--- src/rtl/ysyx_22050612_ifu_pkg.sv ---
// Shared types and constants for the ysyx_22050612 instruction fetch unit.
// State encoding, instruction width and default reset PC.
package ysyx_22050612_ifu_pkg;

    localparam int          INST_W       = 32;
    localparam logic [63:0] DEF_RESET_PC = 64'h8000_0000;

    typedef enum logic [2:0] {
        S_IDLE     = 3'd0,
        S_FETCH    = 3'd1,
        S_WAIT     = 3'd2,
        S_HOLD     = 3'd3,
        S_WAIT_NPC = 3'd4,
        S_HALT     = 3'd5
    } ifu_state_e;

endpackage

--- src/rtl/ysyx_22050612_pc_reg.sv ---
// Program counter register for the ysyx_22050612 IFU.
// Async active-low reset to RESET_PC, loads d_i when ld_i is high.
module ysyx_22050612_pc_reg #(
    parameter int             XLEN     = 64,
    parameter logic [XLEN-1:0] RESET_PC = '0
) (
    input  logic            clk,
    input  logic            rst_n,
    input  logic            ld_i,
    input  logic [XLEN-1:0] d_i,
    output logic [XLEN-1:0] q_o
);

    logic [XLEN-1:0] pc_q;

    always_ff @(posedge clk or negedge rst_n) begin
        if (!rst_n) begin
            pc_q <= RESET_PC;
        end else if (ld_i) begin
            pc_q <= d_i;
        end
    end

    assign q_o = pc_q;

endmodule

--- src/rtl/ysyx_22050612_ifu.sv ---
// ysyx_22050612 instruction fetch unit: one fetch in flight, no speculation.
// Optional IFU_PERF_EN adds a 64-bit handshake counter on fetch_cnt.
module ysyx_22050612_ifu
    import ysyx_22050612_ifu_pkg::*;
#(
    parameter int              XLEN     = 64,
    parameter logic [XLEN-1:0] RESET_PC = XLEN'(DEF_RESET_PC)
) (
    input  logic              clk,
    input  logic              rst_n,
    output logic              imem_req_valid,
    input  logic              imem_req_ready,
    output logic [XLEN-1:0]   imem_addr,
    input  logic              imem_resp_valid,
    input  logic [INST_W-1:0] imem_rdata,
    output logic              inst_valid,
    input  logic              inst_ready,
    output logic [INST_W-1:0] inst,
    output logic [XLEN-1:0]   pc,
    input  logic              npc_valid,
    input  logic [XLEN-1:0]   dnpc,
    output logic              misalign,
    output logic [63:0]       fetch_cnt
);

    ifu_state_e        state_q, state_d;
    logic [INST_W-1:0] inst_q, inst_d;
    logic              misalign_q, misalign_d;
    logic [XLEN-1:0]   pc_q;
    logic              npc_take;
    logic              dnpc_bad;

    assign npc_take = npc_valid &&
                      ((state_q == S_HOLD && inst_ready) ||
                       state_q == S_WAIT_NPC);
    assign dnpc_bad = |dnpc[1:0];

    ysyx_22050612_pc_reg #(
        .XLEN     (XLEN),
        .RESET_PC (RESET_PC)
    ) u_pc_reg (
        .clk   (clk),
        .rst_n (rst_n),
        .ld_i  (npc_take),
        .d_i   (dnpc),
        .q_o   (pc_q)
    );

    always_ff @(posedge clk or negedge rst_n) begin
        if (!rst_n) begin
            state_q    <= S_IDLE;
            inst_q     <= '0;
            misalign_q <= 1'b0;
        end else begin
            state_q    <= state_d;
            inst_q     <= inst_d;
            misalign_q <= misalign_d;
        end
    end

    always_comb begin
        state_d = state_q;
        unique case (state_q)
            S_IDLE:     state_d = S_FETCH;
            S_FETCH:    if (imem_req_ready) state_d = S_WAIT;
            S_WAIT:     if (imem_resp_valid) state_d = S_HOLD;
            S_HOLD:     if (inst_ready) state_d = S_WAIT_NPC;
            S_WAIT_NPC: state_d = S_WAIT_NPC;
            S_HALT:     state_d = S_HALT;
            default:    state_d = S_IDLE;
        endcase
        // a returned dnpc overrides both HOLD and WAIT_NPC
        if (npc_take) begin
            state_d = dnpc_bad ? S_HALT : S_FETCH;
        end
    end

    always_comb begin
        inst_d     = inst_q;
        misalign_d = misalign_q | (npc_take & dnpc_bad);
        if (state_q == S_WAIT && imem_resp_valid) begin
            inst_d = imem_rdata;
        end
    end

    always_comb begin
        imem_req_valid = (state_q == S_FETCH);
        inst_valid     = (state_q == S_HOLD);
        imem_addr      = pc_q;
        pc             = pc_q;
        inst           = inst_q;
        misalign       = misalign_q;
    end

`ifdef IFU_PERF_EN
    logic [63:0] cnt_q;

    always_ff @(posedge clk or negedge rst_n) begin
        if (!rst_n) begin
            cnt_q <= '0;
        end else if (inst_valid && inst_ready) begin
            cnt_q <= cnt_q + 64'd1;
        end
    end

    assign fetch_cnt = cnt_q;
`else
    assign fetch_cnt = 64'd0;
`endif

endmodule

--- config.mk ---
export PLATFORM = sky130hd
export DESIGN_NAME = ysyx_22050612_ifu
export DESIGN_NICKNAME = d
export VERILOG_FILES = /design/src/rtl/ysyx_22050612_ifu_pkg.sv /design/src/rtl/ysyx_22050612_pc_reg.sv /design/src/rtl/ysyx_22050612_ifu.sv
export SDC_FILE = /design/constraint.sdc
export NUM_CORES = 1
export LEC_CHECK = 0
export CAP_MARGIN = 5
export CORE_AREA = 2 2 128 130
export CTS_BUF_LIST = sky130_fd_sc_hd__clkbuf_4
export CTS_CLUSTER_SIZE = 16
export DETAILED_ROUTE_END_ITERATION = 8
export DIE_AREA = 0 0 130 132
export MAX_ROUTING_LAYER = met4
export PLACE_DENSITY = 0.75
export SETUP_SLACK_MARGIN = 0.3
export SYNTH_ARGS = -nofsm -noshare
export SYNTH_HDL_FRONTEND = slang
export SYNTH_SLANG_ARGS = --single-unit
--- constraint.sdc ---
create_clock -name clk -period 1.7 [get_ports clk]
set_input_delay 0.255 -clock clk [delete_from_list [all_inputs] [get_ports clk]]
set_output_delay 0.255 -clock clk [all_outputs]
set_load 0.02 [all_outputs]
==> summary.md, run 1 <==
| Metric | Value |
|---|---|
| Num rows | 46 |
| Via density | 4.05 |
| Top Ports | 329 |
| Area growth syn-to-layout | 58.1% |
| CTS root buffer | clkbuf_4 |
| Clock skew | about 0.018 ns |
| First drt pass iteration count | 4 |
| Yosys warns | 0 |
| Worst EP arrival | 2.03 ns |
| Busiest grt layer | met2 |
| Critical setup path kind | register to register |
| Hold Fails Final Rpt | 0 |
| Antenna cells | 0 |
| Mean Syn Cell Area | 13.6 sq um |
| # DRC | 0 |
| WL final | between 10000 and 15000 microns |
| Post-layout net count | 728 |
| Placer Congestion | about 0.73 |
| HPWL after DPL | just over 9000 microns |
| Met2 usage | 0.265 |
| Slowest cell on crit path | dfrtp_1 |
| Peak supply drop | between 0.2 and 0.3 mV |
| Commonest cells post-synth | buf_4 (128), dfrtp_1 (99), mux2_2 (56), mux2_4 (38), buf_2 (6) |
| Grt met1 use | 0.170 |
| Largest area contributor in the netlist | dfrtp_1 |
| Synth unique cells | 29 |
| Most frequent cell after synthesis | buf_4 |
| HP Class | input port to async pin |
| Grt ovf | 0 |
| Hold slack | 0.369 ns |
| Prevailing post-synth register cell | dfrtp_1 |
| Clock tree sinks | 100 |
| Layout Utilization | 0.500 |
| Worst skew pair latency | 0.46 ns |
| Total number of vias | approximately 3400 |
| DRT antenna net count | 0 |
| CORE AREA | about 16000 sq um |
| Final worst-path cycle share | 0.995 |
| Lkg Pwr | ~4.4 nW |
| Worst slew pin tran | roughly 0.55 ns |
| P per Cell Area | 519 nW/um^2 |
| Synth Instances | around 370 |
| Pre-CTS setup slack | -0.216 ns |
| Tmin final | 1.69 ns |
| Max FO, Critical Path | 7 |
| Ys async rst share | 1.00 |
| Die W | between 100 and 150 microns |
| Met3 usage in global routing | 0.0313 |
| CP required | a little over 2 ns |
| Initial antenna violation count | 0 |
| Routed WL per cell | 15.8 microns |
| Crit end category | register |
| Vias in the first global route | 3546 |
| CTS tree | done |
| H-tree lvl count | 3 |
| Register area share after synthesis | 0.504 |
| Gr usage total | 0.153 |
| Final slew viol count | 0 |
| Share of the synthesized area in the top cell type | 0.499 |
| Mapped cell area | 4960 sq um |
| Relative slew margins | 0.636 |
| Port buffer count | 264 |
| CP Cell Sequence | nor2b_4 -> a32o_2 -> nand2_4 -> buf_12 -> buf_12 -> mux2_4 |
| Clk slew on worst S/H paths | around 0.16 ns |
| Final WS setup | approximately 0.0087 ns |
| Die height | 132 microns |
| Starting Density | 0.316 |
| Die area | 17200 sq um |
| FF+latch count, synth | 100 |
| Setup_tns | 0 ns |
| Largest net degree at the start of global routing | between 100 and 150 |
| Fmax | 591 MHz |
| Num CTS Buffers | 9 |
| First-pass GRT wire length | 19700 microns |
| Max cap viols | 0 |
| Synth top area cells | dfrtp_1 (50%), buf_4 (19%), mux2_2 (13%) |
| DR iter-0 viols | 96 |
| Most used cell, CP | buf_12 |
| Critical path's largest stage delay | 0.43 ns |
| Clock buffer depth | 2 |
| Worst setup SP type | register |
| Run status | finished clean |
| Post-synth EDFFs | 0 |
| Fraction of final layout cells sized beyond drive strength 1 | 0.559 |
| RSZ-0062 raised after global routing | true |
| Setup violations, final | 0 |
[cell families after synthesis]
kind of cell / after synthesis / share of synthesized area
buffers and inverters: 143 / 0.214
DFF: 100 / 0.504
muxes: 97 / 0.248
and+or+nand+nor: 14 / 0.0176
AOI/OAI and AO/OA: 10 / 0.0149
other: 1 / 0.000755
[placed cells by master (no fill, tap or decap), types with 2 or more instances in the layout]
master	instances
a21oi_1	2
buf_8	2
clkinv_2	3
clkdlybuf4s50_1	100
clkbuf_4	9
buf_4	31
inv_1	2
dfrtp_2	6
dfrtp_1	93
nand2_1	2
conb_1	64
nor2b_4	2
buf_6	76
nand2b_1	2
buf_12	10
nor2_1	3
buf_2	101
buf_16	4
mux2_4	96
clkbuf_16	3
[worst max-delay path, delay by kind of cell (launching register included)]
kind                   cells  cell delay, ns
multiplexers               1            0.30
buffers and inverters      2            0.30
flip-flops                 1            0.43
AND/OR/NAND/NOR            2            0.25
AO/OA/AOI/OAI              1            0.28
[final timing paths]
path | slack, ns | startpoint | depth (start not counted) | end
worst max-delay path | 0.009 | state_q[0]$_DFFE_PN0P_ | 6 | u_pc_reg.q_o[39]$_DFFE_PN0P_
worst min-delay path | 0.37 | rst_n | 3 | u_pc_reg.q_o[60]$_DFFE_PN0P_
worst max register to register | 0.009 | state_q[0]$_DFFE_PN0P_ | 6 | u_pc_reg.q_o[39]$_DFFE_PN0P_
worst min register to register | 0.52 | inst[28]$_DFFE_PN0P_ | 1 | inst[28]$_DFFE_PN0P_
max in group asynchronous | 0.88 | rst_n | 3 | u_pc_reg.q_o[14]$_DFFE_PN0P_
min in group clk | 0.39 | imem_rdata[22] | 2 | inst[22]$_DFFE_PN0P_
[final cells by class]
cell class | instances | area [sq um]
multi-input cells | 185 | 1910
well taps | 216 | 270
clock inverters | 7 | 66.3
flip-flops and latches | 100 | 2510
clock buffers | 9 | 67.6
inverters | 2 | 7.51
fillers | 1427 | 7860
repair buffers | 328 | 3020
[sequential cells by signal, summed over array words and instances (netlist names)]
name,flops
inst,32
misalign,1
state_q,3
u_pc_reg.q_o,64
[per-stage QoR]
step                area [sq um]  instances  total power [mW]
floorplan                   5370        428              2.67
global placement            7320        778              2.84
detailed placement          7320        778              2.85
CTS                         7290        837              4.15
global route                7850        847              4.29
finish                      7850        847              4.07
[repair_timing]
| action | 4_1_cts | 5_1_grt |
|---|---|---|
| setup endpoints to repair | 261 | 152 |
| pin swaps | 3 | 4 |
| hold buffers | 1 | 0 |
| endpoints found under the hold margin | 99 | 0 |
| buffers inserted | 37 | 7 |
| cloned | 5 | 3 |
| gates resized for setup | 716 | 139 |
[metal layers]
layer,vias up,part of all wire,wire length [microns]
met3,16,0.063,844
li1,1546,-,-
met4,0,0.022,289
met5,-,0,0
met2,164,0.54,7170
met1,1704,0.38,5060
[where the power goes]
group	internal [mW]	switching (mW)	leakage [nW]
clock	0.445	0.816	0.0775
sequential	2.38	0	1.38
combinational	0.214	0.215	2.96
total	3.04	1.03	4.42
Power figures use the tool's default switching activity.
==> run 2, diff against run 1 <==
--- a/config.mk
+++ b/config.mk
@@ -13,7 +13,6 @@
 export DIE_AREA = 0 0 130 132
 export MAX_ROUTING_LAYER = met4
 export PLACE_DENSITY = 0.75
-export SETUP_SLACK_MARGIN = 0.3
 export SYNTH_ARGS = -nofsm -noshare
 export SYNTH_HDL_FRONTEND = slang
 export SYNTH_SLANG_ARGS = --single-unit
==> summary.md, run 2 (same netlist as run 1, synthesis figures left out) <==
| Metric | Value |
|---|---|
| Fraction of final layout cells sized beyond drive strength 1 | 0.244 |
| Peak supply drop | a little under 0.3 mV |
| Grt ovf | 0 |
| H-tree lvl count | 3 |
| Tmin final | 1.75 ns |
| Vias in the first global route | around 3300 |
| Run status | complete, but fails checks |
| Final worst-path cycle share | 1.03 |
| Placer Congestion | roughly 0.7 |
| Post-layout net count | 688 |
| # DRC | 0 |
| Lkg Pwr | 4.38 nW |
| Clk slew on worst S/H paths | roughly 0.18 ns |
| DR iter-0 viols | 55 |
| Clock skew | 0.0231 ns |
| Die height | ~130 microns |
| Worst setup SP type | register |
| Commonest non-fill, non-tap cell in the layout | dlygate4sd2_1 |
| Routed WL per cell | 15.6 microns |
| Total number of vias | approximately 3300 |
| WL final | 12600 microns |
| Crit end category | register |
| Setup_tns | -0.784 ns |
| Most used cell, CP | buf_6 |
| Largest net degree at the start of global routing | 101 |
| Max cap viols | 0 |
| Failing checks | setup timing |
| Slowest cell on crit path | dfrtp_1 |
| CTS tree | done |
| Dpl cell area | 7210 sq um |
| Top Ports | 329 |
| Worst skew pair latency | 0.46 ns |
| Clock buffer depth | 2 |
| Critical path's largest stage delay | 0.45 ns |
| Setup violations, final | 32 |
| First drt pass iteration count | 4 |
| Initial antenna violation count | 1 |
| CP required | between 2 and 2.5 ns |
| Final WS setup | -0.0450 ns |
| Num rows | between 40 and 50 |
| DRT antenna net count | 0 |
| HP Class | input port to async pin |
| Die area | 17200 sq um |
| Critical setup path kind | register to register |
| Hold Fails Final Rpt | 0 |
| Max reg flops | between 60 and 70 |
| Layout Utilization | 0.470 |
| Most frequent cells in the layout | dlygate4sd2_1 (159), clkdlybuf4s50_1 (100), dfrtp_1 (98) |
| Clock tree sinks | 100 |
| Area growth syn-to-layout | 48.9% |
| Fmax | 573 MHz |
| CP Cell Sequence | buf_6 -> buf_6 -> nor4bb_4 -> buf_6 -> clkbuf_16 -> mux2_4 |
| Die W | around 130 microns |
| Design area | 7390 sq um |
| First-pass GRT wire length | 18000 microns |
| Relative slew margins | 0.604 |
| Final slew viol count | 0 |
| Via density | 4.08 |
| CTS root buffer | clkbuf_4 |
| Gr usage total | 0.141 |
| Max FO, Critical Path | 8 |
| P per Cell Area | ~550 nW/um^2 |
| Port buffer count | between 200 and 300 |
| Starting Density | 0.316 |
| Worst EP arrival | 2.09 ns |
| HPWL after DPL | around 9200 microns |
| Worst slew pin tran | 0.593 ns |
| Pre-CTS setup slack | -0.148 ns |
| Num CTS Buffers | 9 |
| CORE AREA | 15700 sq um |
| RSZ-0062 raised after global routing | true |
-- run 2: final timing paths --
check	depth (start not counted)	slack (ns)	startpoint	to
min	3	0.31	rst_n	u_pc_reg.q_o[56]$_DFFE_PN0P_
min in group clk	2	0.39	dnpc[24]	u_pc_reg.q_o[24]$_DFFE_PN0P_
min reg2reg	1	0.51	misalign$_DFF_PN0_	misalign$_DFF_PN0_
max in group asynchronous	3	0.86	rst_n	state_q[0]$_DFFE_PN0P_
max reg2reg	6	-0.05	state_q[2]$_DFFE_PN0P_	inst[6]$_DFFE_PN0P_
max	6	-0.05	state_q[2]$_DFFE_PN0P_	inst[6]$_DFFE_PN0P_
-- run 2: final cells by class --
cell class	instances	area [sq um]
clock inverters	6	57.6
diodes	1	2.50
well taps	216	270
flip-flops and latches	100	2500
clock buffers	10	75.1
multi-input cells	185	1740
inverters	2	7.51
fillers	1454	8320
repair buffers	288	2740
-- run 2: power breakdown --
group	switching, mW	internal (mW)
clock	0.888	0.353
combinational	0.214	0.214
sequential	0	2.38
-- run 2: metrics by stage --
stage	instances	power (mW)	hold WS [ns]
finish	808	4.05	0.311
detailed placement	780	2.85	0.367
floorplan	428	2.67	-0.0406
global placement	780	2.84	0.353
CTS	798	4.11	0.330
global route	808	4.26	0.329
-- run 2: metal layers --
| metal | vias up | global-route usage | routed length (microns) |
|---|---|---|---|
| met4 | 0 | 0.0568 | 169 |
| met2 | 200 | 0.252 | 6590 |
| met1 | 1615 | 0.151 | 4900 |
| li1 | 1474 | - | - |
| met3 | 10 | 0.0300 | 942 |
| met5 | - | - | 0 |
-- run 2: critical path: cells and delay by family (launching register included) --
kind	cells	cell delay, ns
mux	1	0.30
flops	1	0.45
simple gates	1	0.29
buf+inv	4	0.61
-- run 2: repair_timing --
item                       4_1_cts  5_1_grt
gates resized for setup        169       32
pin swaps                        0        2
setup buffers                    1        4
hold endpoints to repair        99        0
cloned                           0        5
setup endpoints to repair      163       62
hold buffers                     1        0
